<file path="src/rtl/rect_bounce_multi.sv">
// rect_bounce_multi: draws NRECT solid rectangles that bounce off the screen
// edges by SPEED pixels per frame. The pixel path is two registered stages:
// hit test, then priority colour select into the SDL outputs.
module rect_bounce_multi #(
  parameter int                  CORDW     = 10,
  parameter int                  H_RES     = 640,
  parameter int                  V_RES     = 480,
  parameter int                  NRECT     = 4,
  parameter int                  RECT_W    = 64,
  parameter int                  RECT_H    = 48,
  parameter int                  SPEED     = 2,
  parameter logic [12*NRECT-1:0] RECT_COLR = {NRECT{12'hFFF}},
  parameter logic [11:0]         BG_COLR   = 12'h137
) (
  input  logic             clk_pix,
  input  logic             rst_pix_n,
  input  logic [CORDW-1:0] sx,
  input  logic [CORDW-1:0] sy,
  input  logic             de,
  input  logic             frame,
  input  logic             pause,
  output logic [CORDW-1:0] sdl_sx,
  output logic [CORDW-1:0] sdl_sy,
  output logic             sdl_de,
  output logic [7:0]       sdl_r,
  output logic [7:0]       sdl_g,
  output logic [7:0]       sdl_b
);

  // One extra bit so that position + SPEED + size can never wrap.
  localparam int CW1 = CORDW + 1;
  localparam logic [CORDW:0] SPD  = CW1'(SPEED);
  localparam logic [CORDW:0] RW   = CW1'(RECT_W);
  localparam logic [CORDW:0] RH   = CW1'(RECT_H);
  localparam logic [CORDW:0] HRES = CW1'(H_RES);
  localparam logic [CORDW:0] VRES = CW1'(V_RES);

  // Parameter sanity: rectangles must fit side by side and move less than their size.
  if (NRECT < 1 || NRECT > 8) begin : g_chk_n
    $error("rect_bounce_multi: NRECT must be 1..8");
  end
  if (NRECT * RECT_W > H_RES) begin : g_chk_w
    $error("rect_bounce_multi: NRECT*RECT_W exceeds H_RES");
  end
  if (NRECT * RECT_H > V_RES) begin : g_chk_h
    $error("rect_bounce_multi: NRECT*RECT_H exceeds V_RES");
  end
  if (SPEED >= RECT_W || SPEED >= RECT_H) begin : g_chk_s
    $error("rect_bounce_multi: SPEED must be smaller than RECT_W and RECT_H");
  end

  logic [CORDW-1:0] pos_x [NRECT];
  logic [CORDW-1:0] pos_y [NRECT];
  logic [NRECT-1:0] dir_x;
  logic [NRECT-1:0] dir_y;

  logic [CORDW-1:0] nxt_x [NRECT];
  logic [CORDW-1:0] nxt_y [NRECT];
  logic [NRECT-1:0] nxt_dx;
  logic [NRECT-1:0] nxt_dy;

  logic [NRECT-1:0] hit;
  logic [NRECT-1:0] hit_q;
  logic             de_q;
  logic [CORDW-1:0] sx_q;
  logic [CORDW-1:0] sy_q;
  logic [11:0]      colr;

  // One axis of motion: returns {new_dir, new_pos}. A bounce clamps to the
  // edge and flips direction without moving further that frame.
  function automatic logic [CORDW:0] axis_step(
    input logic [CORDW-1:0] pos,
    input logic             dir,
    input logic [CORDW:0]   size,
    input logic [CORDW:0]   res
  );
    logic [CORDW:0]   p;
    logic [CORDW-1:0] np;
    logic             nd;
    p  = {1'b0, pos};
    np = pos;
    nd = dir;
    if (dir) begin
      if (p + SPD + size > res) begin
        np = CORDW'(res - size);
        nd = 1'b0;
      end else begin
        np = CORDW'(p + SPD);
      end
    end else begin
      if (p < SPD) begin
        np = '0;
        nd = 1'b1;
      end else begin
        np = CORDW'(p - SPD);
      end
    end
    return {nd, np};
  endfunction

  // Next position/direction of every rectangle, both axes independently.
  always_comb begin
    for (int i = 0; i < NRECT; i++) begin
      {nxt_dx[i], nxt_x[i]} = axis_step(pos_x[i], dir_x[i], RW, HRES);
      {nxt_dy[i], nxt_y[i]} = axis_step(pos_y[i], dir_y[i], RH, VRES);
    end
  end

  // Motion state: all rectangles step together on an unpaused frame pulse.
  always_ff @(posedge clk_pix or negedge rst_pix_n) begin
    if (!rst_pix_n) begin
      for (int i = 0; i < NRECT; i++) begin
        pos_x[i] <= CORDW'(i * RECT_W);
        pos_y[i] <= CORDW'(i * RECT_H);
        dir_x[i] <= ((i % 2) == 0);
        dir_y[i] <= 1'b1;
      end
    end else if (frame && !pause) begin
      for (int i = 0; i < NRECT; i++) begin
        pos_x[i] <= nxt_x[i];
        pos_y[i] <= nxt_y[i];
        dir_x[i] <= nxt_dx[i];
        dir_y[i] <= nxt_dy[i];
      end
    end
  end

  // Hit test of the current pixel against the registered rectangle positions.
  always_comb begin
    hit = '0;
    for (int i = 0; i < NRECT; i++) begin
      hit[i] = ({1'b0, sx} >= {1'b0, pos_x[i]}) &&
               ({1'b0, sx} <  {1'b0, pos_x[i]} + RW) &&
               ({1'b0, sy} >= {1'b0, pos_y[i]}) &&
               ({1'b0, sy} <  {1'b0, pos_y[i]} + RH);
    end
  end

  // Stage 1: capture the hit vector alongside the delayed pixel position.
  always_ff @(posedge clk_pix or negedge rst_pix_n) begin
    if (!rst_pix_n) begin
      hit_q <= '0;
      de_q  <= 1'b0;
      sx_q  <= '0;
      sy_q  <= '0;
    end else begin
      hit_q <= hit;
      de_q  <= de;
      sx_q  <= sx;
      sy_q  <= sy;
    end
  end

  // Colour pick: lowest-index hit wins, background otherwise, black in blanking.
  always_comb begin
    colr = BG_COLR;
    for (int i = NRECT - 1; i >= 0; i--) begin
      if (hit_q[i]) colr = RECT_COLR[12*i +: 12];
    end
    if (!de_q) colr = '0;
  end

  // Stage 2: registered SDL outputs with 4-bit channels widened to 8 bits.
  always_ff @(posedge clk_pix or negedge rst_pix_n) begin
    if (!rst_pix_n) begin
      sdl_sx <= '0;
      sdl_sy <= '0;
      sdl_de <= 1'b0;
      sdl_r  <= '0;
      sdl_g  <= '0;
      sdl_b  <= '0;
    end else begin
      sdl_sx <= sx_q;
      sdl_sy <= sy_q;
      sdl_de <= de_q;
      sdl_r  <= {colr[11:8], colr[11:8]};
      sdl_g  <= {colr[7:4], colr[7:4]};
      sdl_b  <= {colr[3:0], colr[3:0]};
    end
  end

endmodule

</file>
<file path="config.mk">
export PLATFORM = sky130hd
export DESIGN_NAME = rect_bounce_multi
export DESIGN_NICKNAME = d
export VERILOG_FILES = /design/src/rtl/rect_bounce_multi.sv
export SDC_FILE = /design/constraint.sdc
export NUM_CORES = 1
export LEC_CHECK = 0
export CORE_ASPECT_RATIO = 0.9
export CORE_MARGIN = 5
export CORE_UTILIZATION = 34
export DETAILED_ROUTE_END_ITERATION = 10
export GPL_TIMING_DRIVEN = 0
export MAX_ROUTING_LAYER = met4
export SYNTH_ARGS = -nofsm -noshare
export SYNTH_HDL_FRONTEND = slang
export SYNTH_SLANG_ARGS = --single-unit
</file>
<file path="constraint.sdc">
create_clock -name clk_pix -period 3.55 [get_ports clk_pix]
set_clock_uncertainty 0.05 [all_clocks]
set_input_delay 0.8875 -clock clk_pix [delete_from_list [all_inputs] [get_ports clk_pix]]
set_output_delay 0.8875 -clock clk_pix [all_outputs]
set_load 0.01 [all_outputs]
</file>
==> results list, run 1 <==
* Cells resized by post-CTS repair: 4
- Traced cell by cell, the critical path runs through clkdlybuf4s50_1 > nor2b_1 > clkbuf_1 > clkbuf_1 > o21ai_0 > a32oi_1 > o31ai_1.
* Power density over cell area: 780 nW/um^2
- STA classifies the critical path endpoint as a flip-flop.
- Post-detailed-routing wire length: 37800 um
- CTS Sinks: 127
* Starting density of the core: 34.6%
- Yosys warnings: 0
- In this run, the number of DRC markers left after iteration 0 of detailed routing was 1195.
- Main flop type after synthesis: dfrtp_1
- The flow ran to the end, and the final reports show no timing, DRC or antenna violations.
* Area delta synth->final: 16.9%
- HPWL Detailed: 27100 um
* Layout Cells excl Fill: 2020
- Antenna violations before repair: 1
- The final-report max-slew violation count is 0.
* Crit. Startpoint: frame
- Global routing consumed, on the met1 layer, 28.6% of the routing resources.
* Buffer levels on the longest clock path: 2
* Worst-Margin Slew: 1.18 ns
* Vias in the first global route: 10700
- The largest individual stage delay along the critical path comes from the cell clkbuf_1.
* Depth of the most critical reg-to-reg path: 12
- Max cap viols: 0
* First-pass GRT wire length: 59800 um
* Total inserted antenna cells: 0
* Cell type group with the largest total delay on the critical path: buffers and inverters
- Rel. slew slack: 21.2%
- Setup violations remaining at the end of the flow were counted as 0.
* Clock latency at the later pin of the worst-skew pair: 0.45 ns
- The worst setup path is launched from an input port.
- In this run, distinct cell masters in the synthesized netlist total 71.
- 70 I/O pins were placed.
* Setup_tns: 0 ns
* GR peak layer: met2
- Final instance area: 13800 sq um
- Post-layout minimum cycle time: 3.52 ns
- H-tree level count: 4
* Number of placed instances with taps included: 1989
* Postcts setup bufs: 0
- Max IR drop VDD: 0.000383 V
- Global routing consumed, on the met3 layer, 3.29% of the routing resources.
- Count of buffers from port buffering: 69
- Cells fill 40.5% of the core in the end.
- RSZ-0062 raised after global routing: true
- For this run, the total global-route usage over all layers was measured as 19.8%.
* Worst Path Class, Setup: input port to flip-flop
* Total nets after synthesis: 1642
- Total vias in the final route: 11400
- After layout, the worst path uses 99.3% of the clock period.
- Cells with a size suffix above 1 make up 7.96% of the layout.
* CTS tree: yes
* RR Startpoint: pos_y[2]
- Type of the tightest min-delay check: flip-flop to flip-flop
- Met2 Use GR: 28.9%
* Remaining routing DRC violations: 0
- Max Fclk: 0.284 GHz
- Hold-fix buffer count after cts: 0
- Peak fanout along the critical path: 10
* Number of buffer and inverter instances along the worst setup path: 3
- Worst-path clk slew: 0.06 ns
- Data on the critical path arrives at its endpoint at 3.77 ns.
* Mapped Avg Cell Area: 8.13 sq um
* Power consumption: 10.8 mW
- Entering global routing, the biggest net connects 73 pins.
* Routed length per placed instance: 18.7 um
- Summed over all cells, the static leakage comes to 5.72 nW.
* Vias per inst: 5.65
* Gp weighted congestion: 0.938
- The pre-antenna-repair detailed-routing pass consisted of 5 iterations.
- For this run, the post-layout net count is 1730.
- Number of enable flip-flop cells after synthesis: 0
* Number of standard cells after synthesis: 1457
* Antenna viol nets, final: 0
- Die span in x: 207 um
- The most critical setup path has its endpoint at pos_x[27].
* Most frequent CP cell: clkbuf_1
- Measured along the y axis, the die boundary spans 187 um.
- Depth of the critical timing path with buffers and inverters included: 7
* Share of synthesized area occupied by flip-flops and latches: 27.0%
- For flop-to-flop paths, the worst setup slack is 0.23 ns.
* Critical path required time: 3.80 ns
- Crit path largest cell delay: 0.79 ns
- The die covers 38700 sq um.
- Critical R2R Capture: pos_y[8]
* Number of CTS-inserted buffers: 17
- Total congestion overflow after global routing: 0
- The synthesized design contains 127 register bits.
* CTS Root Buffer Type: clkbuf_16
- FP Rows: 64
- Hold Fails Final Rpt: 0
- Post-DP Area: 13100 sq um
* Post-synthesis cell area: 11800 sq um
- The core region is 34200 sq um.
* Synth async-reset ratio: 100%
-- per-stage QoR --
| stage | hold slack (ns) | setup slack [ns] |
|---|---|---|
| CTS | 0.297 | 0.0576 |
| global route | 0.305 | -0.0165 |
| finish | 0.296 | 0.0265 |
| detailed placement | 0.285 | -0.850 |
| floorplan | 0.281 | 0.536 |
| global placement | 0.281 | -3.98 |
-- synth_stat cells (6+ instances only) --
cell type	number	area share [%]
nor2_1	96	3.0
nand4_1	20	1.1
clkbuf_1	66	2.1
and3_1	22	1.2
o21ai_0	129	5.5
dfstp_2	16	3.5
a21oi_1	104	4.4
a311o_1	6	0.51
a211o_1	10	0.74
and2_1	7	0.37
o221ai_1	7	0.52
buf_2	13	0.55
dfrtp_1	111	23
a211oi_1	13	0.82
a21o_1	7	0.44
o311ai_0	6	0.44
ha_1	160	17
nor3_1	57	2.4
a32oi_1	10	0.74
a31o_2	6	0.44
or4_1	6	0.38
o21a_1	44	2.8
nand2_1	76	2.4
o22ai_1	11	0.58
a31oi_1	24	1.3
xnor2_1	70	5.2
inv_1	106	3.4
nor4_1	19	1.0
o211ai_1	13	0.82
nand2b_1	7	0.37
nand3_1	66	2.8
o31ai_1	16	1.0
buf_4	24	1.5
-- kinds of logic (layout without fill, tap and decap cells) --
kind of cell             after synthesis  count (layout)  share of synthesized area (%)
flip-flops                           127             127                           27.0
adder cells (fa/ha/maj)              160             160                           16.9
AND/OR/NAND/NOR                      405             405                           16.8
multiplexers                           5               5                          0.444
buffers and inverters                219             320                           7.86
XOR/XNOR                              76              76                           5.78
AO/OA/AOI/OAI                        465             465                           25.2
-- power by group --
| group | internal, mW | switching (mW) | total, mW |
|---|---|---|---|
| sequential | 1.90 | 0.415 | 2.31 |
| combinational | 2.62 | 3.88 | 6.49 |
| clock | 1.24 | 0.757 | 2.00 |
-- worst min-delay path by stage --
stage / start / to / slack [ns] / cells past startpoint
detailed placement: sy_q[9] / sdl_sy[9] / 0.28 / 0
global route: sy_q[1] / sdl_sy[1] / 0.30 / 0
global placement: sy_q[1] / sdl_sy[1] / 0.28 / 0
finish: sy_q[1] / sdl_sy[1] / 0.30 / 0
floorplan: sx_q[0] / sdl_sx[0] / 0.28 / 0
CTS: sy_q[9] / sdl_sy[9] / 0.30 / 0
-- per-layer routing --
layer	vias to the layer above	routed length (um)
li1	5490	-
met1	5447	17900
met2	416	16200
met3	64	2790
met4	0	867
met5	-	0
-- flip-flops by register name, summed over array words and instances, names as in the netlist, 2 cells and up --
| register | cells |
|---|---|
| sdl_sy | 10 |
| sdl_b | 2 |
| hit_q | 4 |
| dir_y | 4 |
| dir_x | 4 |
| pos_x | 36 |
| sy_q | 10 |
| sdl_sx | 10 |
| pos_y | 36 |
| sx_q | 10 |
-- cell usage in the layout, fill, tap and decap left out, types with 11 or more instances in the layout --
cell             instances
nor2_1                  96
nand2_1                 76
o21ai_0                129
a21oi_1                104
o21a_1                  44
clkbuf_16               17
o211ai_1                13
nand3_1                 66
inv_1                  106
xnor2_1                 68
clkbuf_1                57
dfstp_2                 16
buf_2                   13
o31ai_1                 16
ha_1                   160
nor3_1                  56
nor4_1                  19
a31oi_1                 24
clkdlybuf4s50_1         68
clkbuf_2                11
a211oi_1                13
nand4_1                 20
buf_4                   24
and3_1                  22
dfrtp_1                111
-- cell type report --
type                       count  area, sq um
buffer                       107          522
clock buffer                  21          470
clock inverter                11          178
fill                        3504        20300
inverter                     111          420
multi-input combinational   1111         7760
sequential                   127         3200
tap                          462          578
timing repair buffer          70          719
(Power assumes the default switching activity.)
==> run 2: changes to the inputs <==
--- a/config.mk
+++ b/config.mk
@@ -11,6 +11,7 @@
 export DETAILED_ROUTE_END_ITERATION = 10
 export GPL_TIMING_DRIVEN = 0
 export MAX_ROUTING_LAYER = met4
+export RECOVER_POWER = 50
 export SYNTH_ARGS = -nofsm -noshare
 export SYNTH_HDL_FRONTEND = slang
 export SYNTH_SLANG_ARGS = --single-unit
==> constraint.sdc (replaced) <==
create_clock -name clk_pix -period 3.2 [get_ports clk_pix]
set_clock_uncertainty 0.05 [all_clocks]
set_input_delay 0.8 -clock clk_pix [delete_from_list [all_inputs] [get_ports clk_pix]]
set_output_delay 0.8 -clock clk_pix [all_outputs]
set_load 0.01 [all_outputs]
==> run 2 against run 1 <==
  * The flow now finishes with violations (max-capacitance violations, max-slew violations)
  * First-iteration DRC count down 12%
  * Via count increased by 0.97%
  * Flip-flop and latch count is the same
  * Non-clock buffer count up 5
  * Final area is 1.5% higher
  * Die area did not move
  * Combinational power grew 14%
  * Total power is 13% higher
  * Global-route usage about the same
  * Sequential power rose by 13%
  * Critical path type unchanged
  * Highest routed layer unchanged
==> results list, run 2 (synthesized netlist as in run 1, its figures left out) <==
- The average detailed-routed wire length per instance was 18.9 um (+0.83%).
- H-tree level count: 4 (unchanged)
- Worst setup EP type: flip-flop
- The wire length of the first global-routing pass is 59900 um (+0.19%).
- The number of inserted diodes was 0 (unchanged).
- TritonCTS built the clock tree.
* Setup_tns: 0 ns (unchanged)
- The insertion delay of the later-clocked pin in the worst-skew pair is 0.45 ns (about the same).
- The peak supply drop was 0.000424 V (+11%).
- Least setup slack across all paths after layout: 0.115 ns (+0.0884 ns)
* Most frequent cells in the layout: ha_1, o21ai_0, inv_1
* Maximum number of pins on one net before global-route repair: 73 (unchanged)
* FP Rows: 64 (unchanged)
* Max Fclk: 0.324 GHz
- Rel. slew slack: -2.10% (-23 points)
- Critical path required time: 3.47 ns (-0.33 ns)
- Count of buffers from port buffering: 69 (unchanged)
- The total of hold buffers inserted after clock tree synthesis came to 0 (unchanged).
- The aggregate global-route resource usage came to 19.9% (+0.039 points).
* Starting density of the core: 34.6% (unchanged)
* Power density over cell area: 870 nW/um^2 (+11%)
- The smallest clock period supported by the final layout is computed as 3.09 ns.
* Number of CTS-inserted buffers: 17 (unchanged)
* Worst-Margin Slew: 1.53 ns (+0.350 ns)
- Hold Fails Final Rpt: 0 (unchanged)
- The register area was 3210 sq um (+0.23%).
- The count of final setup violators came to 0 (unchanged).
- The total I/O pin count came to 70 (unchanged).
* Total leakage power: 5.83 nW (+1.8%)
- Antenna viol nets, final: 0 (unchanged)
- The highest net fanout along the worst path is 5 (-5).
- Nature of the critical path startpoint: input port
* CTS Root Buffer Type: clkbuf_16
- Max cap viols: 1 (+1)
- CTS Sinks: 127 (unchanged)
- Core Footprint: 34200 sq um (unchanged)
* Result of the run: finished with violations
- Share of the clock period used by the worst path after layout: 96.4%
* Cells along the critical path: dlygate4sd3_1 > ha_1 > o21a_1 > o21a_1 > o21ai_0 > a21oi_1 > o31ai_1 > a21oi_1 > nor3_1
- Gp weighted congestion: 0.938 (unchanged)
- The violation count after the first detailed-routing iteration came to 1055 (-12%).
- The remaining design rule violation count came to 0 (unchanged).
- The post-route total power was 12.2 mW (+13%).
- The data arrival time of the critical path is 3.36 ns (-0.41 ns).
- Post-detailed-routing wire length: 38200 um (+1.1%)
- The number of global-route vias before repair is 10800 (+0.17%).
* Fin. max-slew vios: 56 (+56)
* Crit path largest cell delay: 0.79 ns (about the same)
* Type of the tightest min-delay check: flip-flop to flip-flop
* Worst Path Class, Setup: input port to flip-flop
- The post-route standard cell area excluding fillers was 14100 sq um (+1.5%).
* Count of filler cells inserted in the layout: 3478 (-0.74%)
- Total congestion overflow after global routing: 0 (unchanged)
* Leading cell type in the layout, fill and taps excluded: ha_1
* HPWL Detailed: 27100 um (unchanged)
* Area delta synth->final: 18.7%
- The die area is 38700 sq um (unchanged).
- The worst slack at placement is -1.11 ns (-0.263 ns).
- Number of optimization iterations in the first detailed-route pass: 5 (unchanged)
* Vertical die dimension: 187 um (unchanged)
* Post-DP Area: 13100 sq um (unchanged)
- Post-layout net count: 1735 (+0.29%)
- Worst-path clk slew: 0.06 ns (about the same)
- The width of the die is 207 um (unchanged).
* Vias per inst: 5.69 (+0.72%)
- Hold Slack: 0.294 ns (-0.00171 ns)
- The number of antenna violations at the first check in global routing came to 1 (unchanged).
- Largest registers: pos_x x36, pos_y x36
- The final reports fail on max-capacitance violations, max-slew violations.
- Total vias in the final route: 11500 (+0.97%)
* Highest-delay cell along the critical path: dlygate4sd3_1
* Buffer levels on the longest clock path: 2 (unchanged)
* Layout cell share with drive strength beyond 1: 11.2% (+3.2 points)
* Multi-input logic area: 7910 sq um (+1.9%)
[run 2: path summary, 6_finish.rpt]
| path | startpoint | to | slack [ns] | cells past startpoint |
|---|---|---|---|---|
| max | sx[3] | hit_q[1] | 0.11 | 9 |
| min | sy_q[9] | sdl_sy[9] | 0.29 | 0 |
| max reg2reg | pos_y[22] | pos_y[27] | 0.13 | 13 |
| min reg2reg | sy_q[9] | sdl_sy[9] | 0.29 | 0 |
| max in group asynchronous | rst_pix_n | pos_x[26] | 1.32 | 2 |
| min in group asynchronous | rst_pix_n | sdl_sy[0] | 0.67 | 1 |
[run 2: cell type report]
type                    count  share of cell area [%]
plain buffers             102                    3.75
clock buffers              21                    3.35
clock inverters            11                    1.26
inverters                 111                    2.98
repair buffers             80                    5.50
flip-flops and latches    127                    22.8
multi-input cells        1111                    56.2
well taps                 462                    4.11
[run 2: through the flow]
step                      cells  utilization (%)
final                      2025             41.1
after floorplan            1457                -
after CTS                  2018             40.4
after global routing       2025             41.1
after detailed placement   1989             38.4
after global placement     1988             38.4
[run 2: repair_timing]
item	in CTS	in global routing
gates resized for setup	20	63
setup endpoints to repair	60	66
cloned	0	1
setup buffers	0	9
pin swaps	0	9
[run 2: report_power, final]
part	internal [mW]	switching [mW]	total, mW
Combinational	3.03	4.36	7.39
Clock	1.38	0.836	2.21
Sequential	2.11	0.510	2.62
[run 2: metal layers]
layer	wire length (um)	global-route usage (%)	up-vias
met2	16600	29.0	391
li1	-	-	5491
met5	0	-	-
met4	784	5.31	0
met1	18300	28.5	5595
met3	2470	3.38	51
[run 2: worst max-delay path: cells and delay by family]
family | cells | cell delay, ns
adders and majority gates | 1 | 0.30
AOI/OAI and AO/OA | 6 | 1.21
and+or+nand+nor | 1 | 0.26
buffers and inverters | 1 | 0.79
